### config.mk
export PLATFORM = sky130hd
export DESIGN_NAME = cla_seq_adder
export DESIGN_NICKNAME = d
export VERILOG_FILES = /design/src/rtl/cla_seq_adder.sv
export SDC_FILE = /design/constraint.sdc
export NUM_CORES = 1
export LEC_CHECK = 0
export ABC_CLOCK_PERIOD_IN_PS = 2500
export BUFFER_PORTS_ARGS = -buffer_cell sky130_fd_sc_hd__buf_2
export CORE_UTILIZATION = 47
export DETAILED_ROUTE_END_ITERATION = 8
export GPL_TIMING_DRIVEN = 0
export PLACE_DENSITY = 0.75
export SYNTH_ARGS = -nofsm -noshare
export SYNTH_HDL_FRONTEND = slang
export SYNTH_HIERARCHICAL = 1
export SYNTH_SLANG_ARGS = --single-unit
### constraint.sdc
create_clock -name clk -period 2.5 [get_ports clk]
set_input_delay 0.125 -clock clk [delete_from_list [all_inputs] [get_ports clk]]
set_output_delay 0.125 -clock clk [all_outputs]
set_load 0.05 [all_outputs]
### src/rtl/cla_seq_adder.sv
// ---------------------------------------------------------------------------
// cla_seq_adder
//
// Time-multiplexed WIDTH-bit adder. A single 4-bit carry-lookahead slice is
// reused for WIDTH/4 consecutive cycles, least significant nibble first, with
// the inter-nibble carry held in a flop between passes. Operands arrive on a
// valid/ready handshake and the result leaves on a second valid/ready
// handshake; the block handles one operation at a time.
//
// Optional feature macro: CLA_SEQ_SUB_EN
//   defined   : op_sub=1 at acceptance computes a-b (B inverted, carry-in 1,
//               cin ignored); cout=1 then means "no borrow".
//   undefined : op_sub is ignored and the block always computes a+b+cin.
//
// Ports:
//   clk        clock, all state changes on the rising edge
//   rst        synchronous active-high reset
//   in_valid   operand strobe
//   in_ready   operands accepted this cycle if in_valid (high only in IDLE)
//   a, b       WIDTH-bit operands
//   cin        carry into bit 0
//   op_sub     subtract request (only with CLA_SEQ_SUB_EN)
//   out_valid  result available (DONE state)
//   out_ready  consumer takes the result
//   sum        WIDTH-bit result
//   cout       carry out of bit WIDTH-1
//   ovf        signed overflow of the (possibly inverted-B) addition
// ---------------------------------------------------------------------------

// 4-bit carry-lookahead slice, purely combinational.
module cla4 (
   input  logic [3:0] a,
   input  logic [3:0] b,
   input  logic       ci,
   output logic [3:0] s,
   output logic       co
);
   logic [3:0] p;
   logic [3:0] g;
   logic [4:0] c;

   assign p = a ^ b;
   assign g = a & b;

   // Every carry is expanded directly from ci, so no carry waits on another.
   assign c[0] = ci;
   assign c[1] = g[0] | (p[0] & ci);
   assign c[2] = g[1] | (p[1] & g[0]) | (p[1] & p[0] & ci);
   assign c[3] = g[2] | (p[2] & g[1]) | (p[2] & p[1] & g[0])
               | (p[2] & p[1] & p[0] & ci);
   assign c[4] = g[3] | (p[3] & g[2]) | (p[3] & p[2] & g[1])
               | (p[3] & p[2] & p[1] & g[0])
               | (p[3] & p[2] & p[1] & p[0] & ci);

   assign s  = p ^ c[3:0];
   assign co = c[4];
endmodule

module cla_seq_adder #(
   parameter int WIDTH = 16
) (
   input  logic             clk,
   input  logic             rst,
   input  logic             in_valid,
   output logic             in_ready,
   input  logic [WIDTH-1:0] a,
   input  logic [WIDTH-1:0] b,
   input  logic             cin,
   input  logic             op_sub,
   output logic             out_valid,
   input  logic             out_ready,
   output logic [WIDTH-1:0] sum,
   output logic             cout,
   output logic             ovf
);
   localparam int NSLICE = WIDTH / 4;
   localparam int IW     = (NSLICE > 1) ? $clog2(NSLICE) : 1;

   typedef enum logic [1:0] {IDLE, RUN, DONE} state_t;

   state_t state;
   state_t state_nxt;

   // Operands and result are held nibble-wise so the slice is fed by index.
   logic [NSLICE-1:0][3:0] a_q;
   logic [NSLICE-1:0][3:0] b_q;
   logic [NSLICE-1:0][3:0] sum_q;
   logic                   carry_q;
   logic                   cout_q;
   logic                   ovf_q;
   logic [IW-1:0]          idx;

   logic [WIDTH-1:0] b_load;
   logic             c_load;
   logic             accept;
   logic             last;
   logic [3:0]       s_nib;
   logic             s_co;

`ifdef CLA_SEQ_SUB_EN
   // Subtraction is a + ~b + 1; the incoming cin is not used in that case.
   assign b_load = op_sub ? ~b   : b;
   assign c_load = op_sub ? 1'b1 : cin;
`else
   logic unused_op_sub;
   assign unused_op_sub = op_sub;
   assign b_load = b;
   assign c_load = cin;
`endif

   assign accept = in_valid & in_ready;
   assign last   = (idx == IW'(NSLICE - 1));

   cla4 u_slice (
      .a  (a_q[idx]),
      .b  (b_q[idx]),
      .ci (carry_q),
      .s  (s_nib),
      .co (s_co)
   );

   // ---------------- FSM: state register ----------------
   // NOTE: sequential state uses non-blocking (<=) so every flop samples the
   // pre-edge values, independent of the order the blocks are evaluated.
   always_ff @(posedge clk) begin
      if (rst) state <= IDLE;
      else     state <= state_nxt;
   end

   // ---------------- FSM: next-state logic ----------------
   always_comb begin
      // NOTE: default first, so no path through the case leaves state_nxt
      // unassigned and infers a latch.
      state_nxt = state;
      case (state)
         IDLE:    if (accept)    state_nxt = RUN;
         RUN:     if (last)      state_nxt = DONE;
         DONE:    if (out_ready) state_nxt = IDLE;
         default:                state_nxt = IDLE;
      endcase
   end

   // ---------------- FSM: outputs ----------------
   always_comb begin
      in_ready  = (state == IDLE);
      out_valid = (state == DONE);
   end

   // ---------------- Operand registers ----------------
   // NOTE: operand latches carry no reset; they are loaded on every accept
   // and read only in RUN, so their power-up contents are never observed.
   always_ff @(posedge clk) begin
      if (accept) begin
         a_q <= a;
         b_q <= b_load;
      end
   end

   // ---------------- Slice sequencing and result ----------------
   always_ff @(posedge clk) begin
      if (rst) begin
         sum_q   <= '0;
         carry_q <= 1'b0;
         cout_q  <= 1'b0;
         ovf_q   <= 1'b0;
         idx     <= '0;
      end else begin
         case (state)
            IDLE: begin
               if (accept) begin
                  sum_q   <= '0;
                  carry_q <= c_load;
                  idx     <= '0;
               end
            end
            RUN: begin
               sum_q[idx] <= s_nib;
               carry_q    <= s_co;
               idx        <= idx + 1'b1;
               if (last) begin
                  cout_q <= s_co;
                  // a^b^s at the MSB recovers the carry into the MSB; it
                  // differing from the carry out is signed overflow.
                  ovf_q  <= a_q[NSLICE-1][3] ^ b_q[NSLICE-1][3]
                          ^ s_nib[3] ^ s_co;
               end
            end
            default: ;
         endcase
      end
   end

   assign sum  = sum_q;
   assign cout = cout_q;
   assign ovf  = ovf_q;
endmodule

==> flow_summary.yaml <==
sta:
  finalCriticalPeriod_ps: 2442
  tightest_slew_ps: 673.4
  layout_setup_ws_ps: 57.72
  slew_violations: 0
  holdWs_ps: 58.80
  rsz0062_at_grt: "true"
  final.setup_skew_ps: 7.442
  setup-violations-final: 0
  hold_viol_final: 0
  slew_headroom_pct: 55.04
  fin_crit_sh_pct: 97.69
  max_freq_ghz: 0.4095
drt:
  drtIter0Drc: 98
  first_pass_iters: 4
  antenna_left: 0
  wl_um: 4662
  drc: 0
  drt-vias-per-instance: 4.862
  wl_per_cell_um: 13.36
  vias: 1697
floorplanning:
  initial_core_util_pct: 48.58
  die-area_mm2: 0.005166
  ioPinCount: 58
  die_height_um: 71.88
  core_area_mm2: 0.004723
  die_x_um: 71.88
  rows: 25
yosys:
  ys_types: 25
  ys_top_cells_by_area: "edfxtp_1, dfxtp_1, mux4_2, a21oi_1, ha_1"
  postSynthAreaPerCell_um2: 12.82
  syn-cell-area_mm2: 0.002295
  syn_inst: 179
  synthSimpleGateAreaFrac_pct: 12.60
  synth_xor_area_share_pct: 2.290
  synth_ff_type: "edfxtp_1"
  yosysSeqAreaShare_pct: 61.94
  synth_top_family_by_area: "simple AND/OR/NAND/NOR gates"
  synthAdderAreaFrac_pct: 5.234
  synth.area.mux_share_pct: 7.852
  yosysWarnings: 6
  synth_top_area_share_pct: 41.88
  synth_compound_area_share_pct: 7.252
  synth_seq_cells: 55
  synthesis.nets: 226
  synth_top_cell_by_area: "edfxtp_1"
  async_flop_share_pct: 0
  synth_edf_count: 32
critical_path:
  worstPathRequired_ps: 2740
  reg2regPathDepth: 9
  worstSetupStartpointType: "flop"
  crit_fanout: 6
  crit_end: "ovf"
  end_kind: "flop"
  cp.arrival_ps: 2680
  crit_type: "reg -> reg"
  critPathLaunch: "idx[0]"
  rr_startpoint: "idx[0]"
  r2r_end: "ovf"
  r2r_setup_slack_ps: 60
grt:
  grt_antenna_before_repair: 0
  groute.usage.overall_pct: 20.30
  grt_pass1_wl_um: 7762
  grt_max_degree: 34
  grt_pass1_vias: 1684
  grt-ovfl-total: 0
pwr:
  intPower_mw: 1.522
  leakagePower_nw: 1.286
  p_seq_share_pct: 50.2
  totalPowerFinal_mw: 2.053
  ir_drop_v: 0.0004846
  combPwrFrac_pct: 22.0
  p_sw_share_pct: 25.86
  p_per_area_mw_per_mm2: 635.3
  switchingPower_mw: 0.5307
  clkPwrFrac_pct: 27.9
finish:
  final_util_pct: 68.40
  drive_gt1_share_pct: 34.04
  insertedDiodeCount: 0
  post-route-cell-area_mm2: 0.003231
  syn2layout_area_growth_pct: 40.79
  nets: 328
outcome:
  status: "completed"
clocking:
  root_buffer: "clkbuf_8"
  clkSinkCount: 55
  cts_max_path_buffers: 2
  htreeDepth: 2
  clkLatencyLatePin_ps: 310
  numCtsBuffers: 5
  cts_tree: "built"
  clkSlewWorstSetupHoldPaths_ps: 90
placement:
  io_buffers: 56
  gp_congestion: 0.7798
  dp_slack_ps: -295.4
  place_hpwl_um: 2758
  place_area_mm2: 0.002673
min_path:
  hold_depth: 2
  min_path_type: "in -> reg"
job:
  cap_violations: 0
-- final cells by class --
cell class	count	area (µm²)
Timing Repair Buffer	95	656.9
Multi-Input combinational cell	108	884.6
Inverter	7	26.28
Sequential cell	55	1423
Buffer	9	48.80
Tap cell	67	83.83
Clock inverter	3	38.79
Fill cell	335	1493
Clock buffer	5	68.82
-- kinds of logic after synthesis --
group,after synthesis
AO/OA/AOI/OAI,28
flip-flops,55
buffers and inverters,16
adder cells (fa/ha/maj),9
multiplexers,8
XOR/XNOR,6
AND/OR/NAND/NOR,57
-- state kept, by name (all words and copies together) (netlist names) --
name     count
a_q         16
state        2
ovf          1
sum         16
idx          2
carry_q      1
b_q         16
cout         1
-- through the flow --
step,setup TNS [ps],cells
after floorplan,0,179
after global placement,-388.7,302
after detailed placement,-356.7,302
after CTS,0,349
after global routing,-57.80,349
final,0,349
-- critical path: stages, from the launching register on --
cell	delay [ps]
dfxtp_2	350
buf_6	140
mux4_2	550
ha_4	250
a21o_1	170
a31o_1	250
a21o_1	200
xnor2_2	150
xnor2_2	140
a211oi_2	170
-- layer usage --
layer / GRT usage [%] / vias to the layer above / share of wire [%]
li1: - / 852 / -
met1: 23.92 / 792 / 42
met2: 35.85 / 48 / 51
met3: 5.345 / 5 / 4.7
met4: 7.190 / 0 / 1.4
met5: 0 / - / 0
-- power groups by stage --
stage / clock [mW] / sequential (mW) / combinational [mW]
6_report: 0.572 / 1.03 / 0.451
5_1_grt: 0.616 / 1.03 / 0.493
4_1_cts: 0.583 / 1.03 / 0.406
3_5_place_dp: 0 / 1.05 / 0.325
3_3_place_gp: 0 / 1.05 / 0.323
2_1_floorplan: 0 / 1.08 / 0.213
-- layout by cell type (no fill, tap or decap), drive strengths merged --
| cell type | netlist | final |
|---|---|---|
| a31o | 1 | 1 |
| clkinv | 0 | 1 |
| a211oi | 1 | 1 |
| nand3 | 18 | 18 |
| a21o | 3 | 3 |
| bufinv | 0 | 1 |
| nor2 | 4 | 4 |
| and3b | 4 | 4 |
| o21a | 1 | 1 |
| a311oi | 1 | 1 |
| dlygate4sd3 | 0 | 32 |
| ha | 8 | 8 |
| clkinvlp | 0 | 1 |
| inv | 7 | 7 |
| clkbuf | 5 | 10 |
| xor2 | 1 | 1 |
| mux4 | 8 | 8 |
| or3b | 1 | 1 |
| buf | 4 | 67 |
| nand2b | 2 | 2 |
| dfxtp | 23 | 23 |
| nand2 | 22 | 22 |
| nor2b | 2 | 2 |
| xnor2 | 5 | 5 |
| edfxtp | 32 | 32 |
| a21oi | 21 | 21 |
| fa | 1 | 1 |
| nand3b | 4 | 4 |
-- Yosys cell counts, drive strengths merged (2+ instances only) --
cell type   n
clkbuf      5
nand2      22
nand2b      2
nor2        4
dfxtp      23
ha          8
a21o        3
nor2b       2
a21oi      21
buf         4
nand3      18
inv         7
nand3b      4
edfxtp     32
mux4        8
and3b       4
xnor2       5
-- repair_timing --
action / in CTS / in global routing
endpoints found under the hold margin: 32 / 0
setup buffers: 7 / 0
pin swaps: 5 / 9
resized for setup: 5 / 8
hold buffers: 32 / 0
endpoints found under the setup margin: 6 / 3
cloned: 0 / 0
-- worst min path at each step --
stage	from	slack (ps)	end
finish	rst	60	ovf
global route	rst	50	ovf
CTS	rst	30	idx[0]
detailed placement	a[10]	300	a_q[10]
global placement	a[9]	300	a_q[9]
floorplan	rst	190	carry_q
Note: power is estimated with default switching activity, not from simulation.
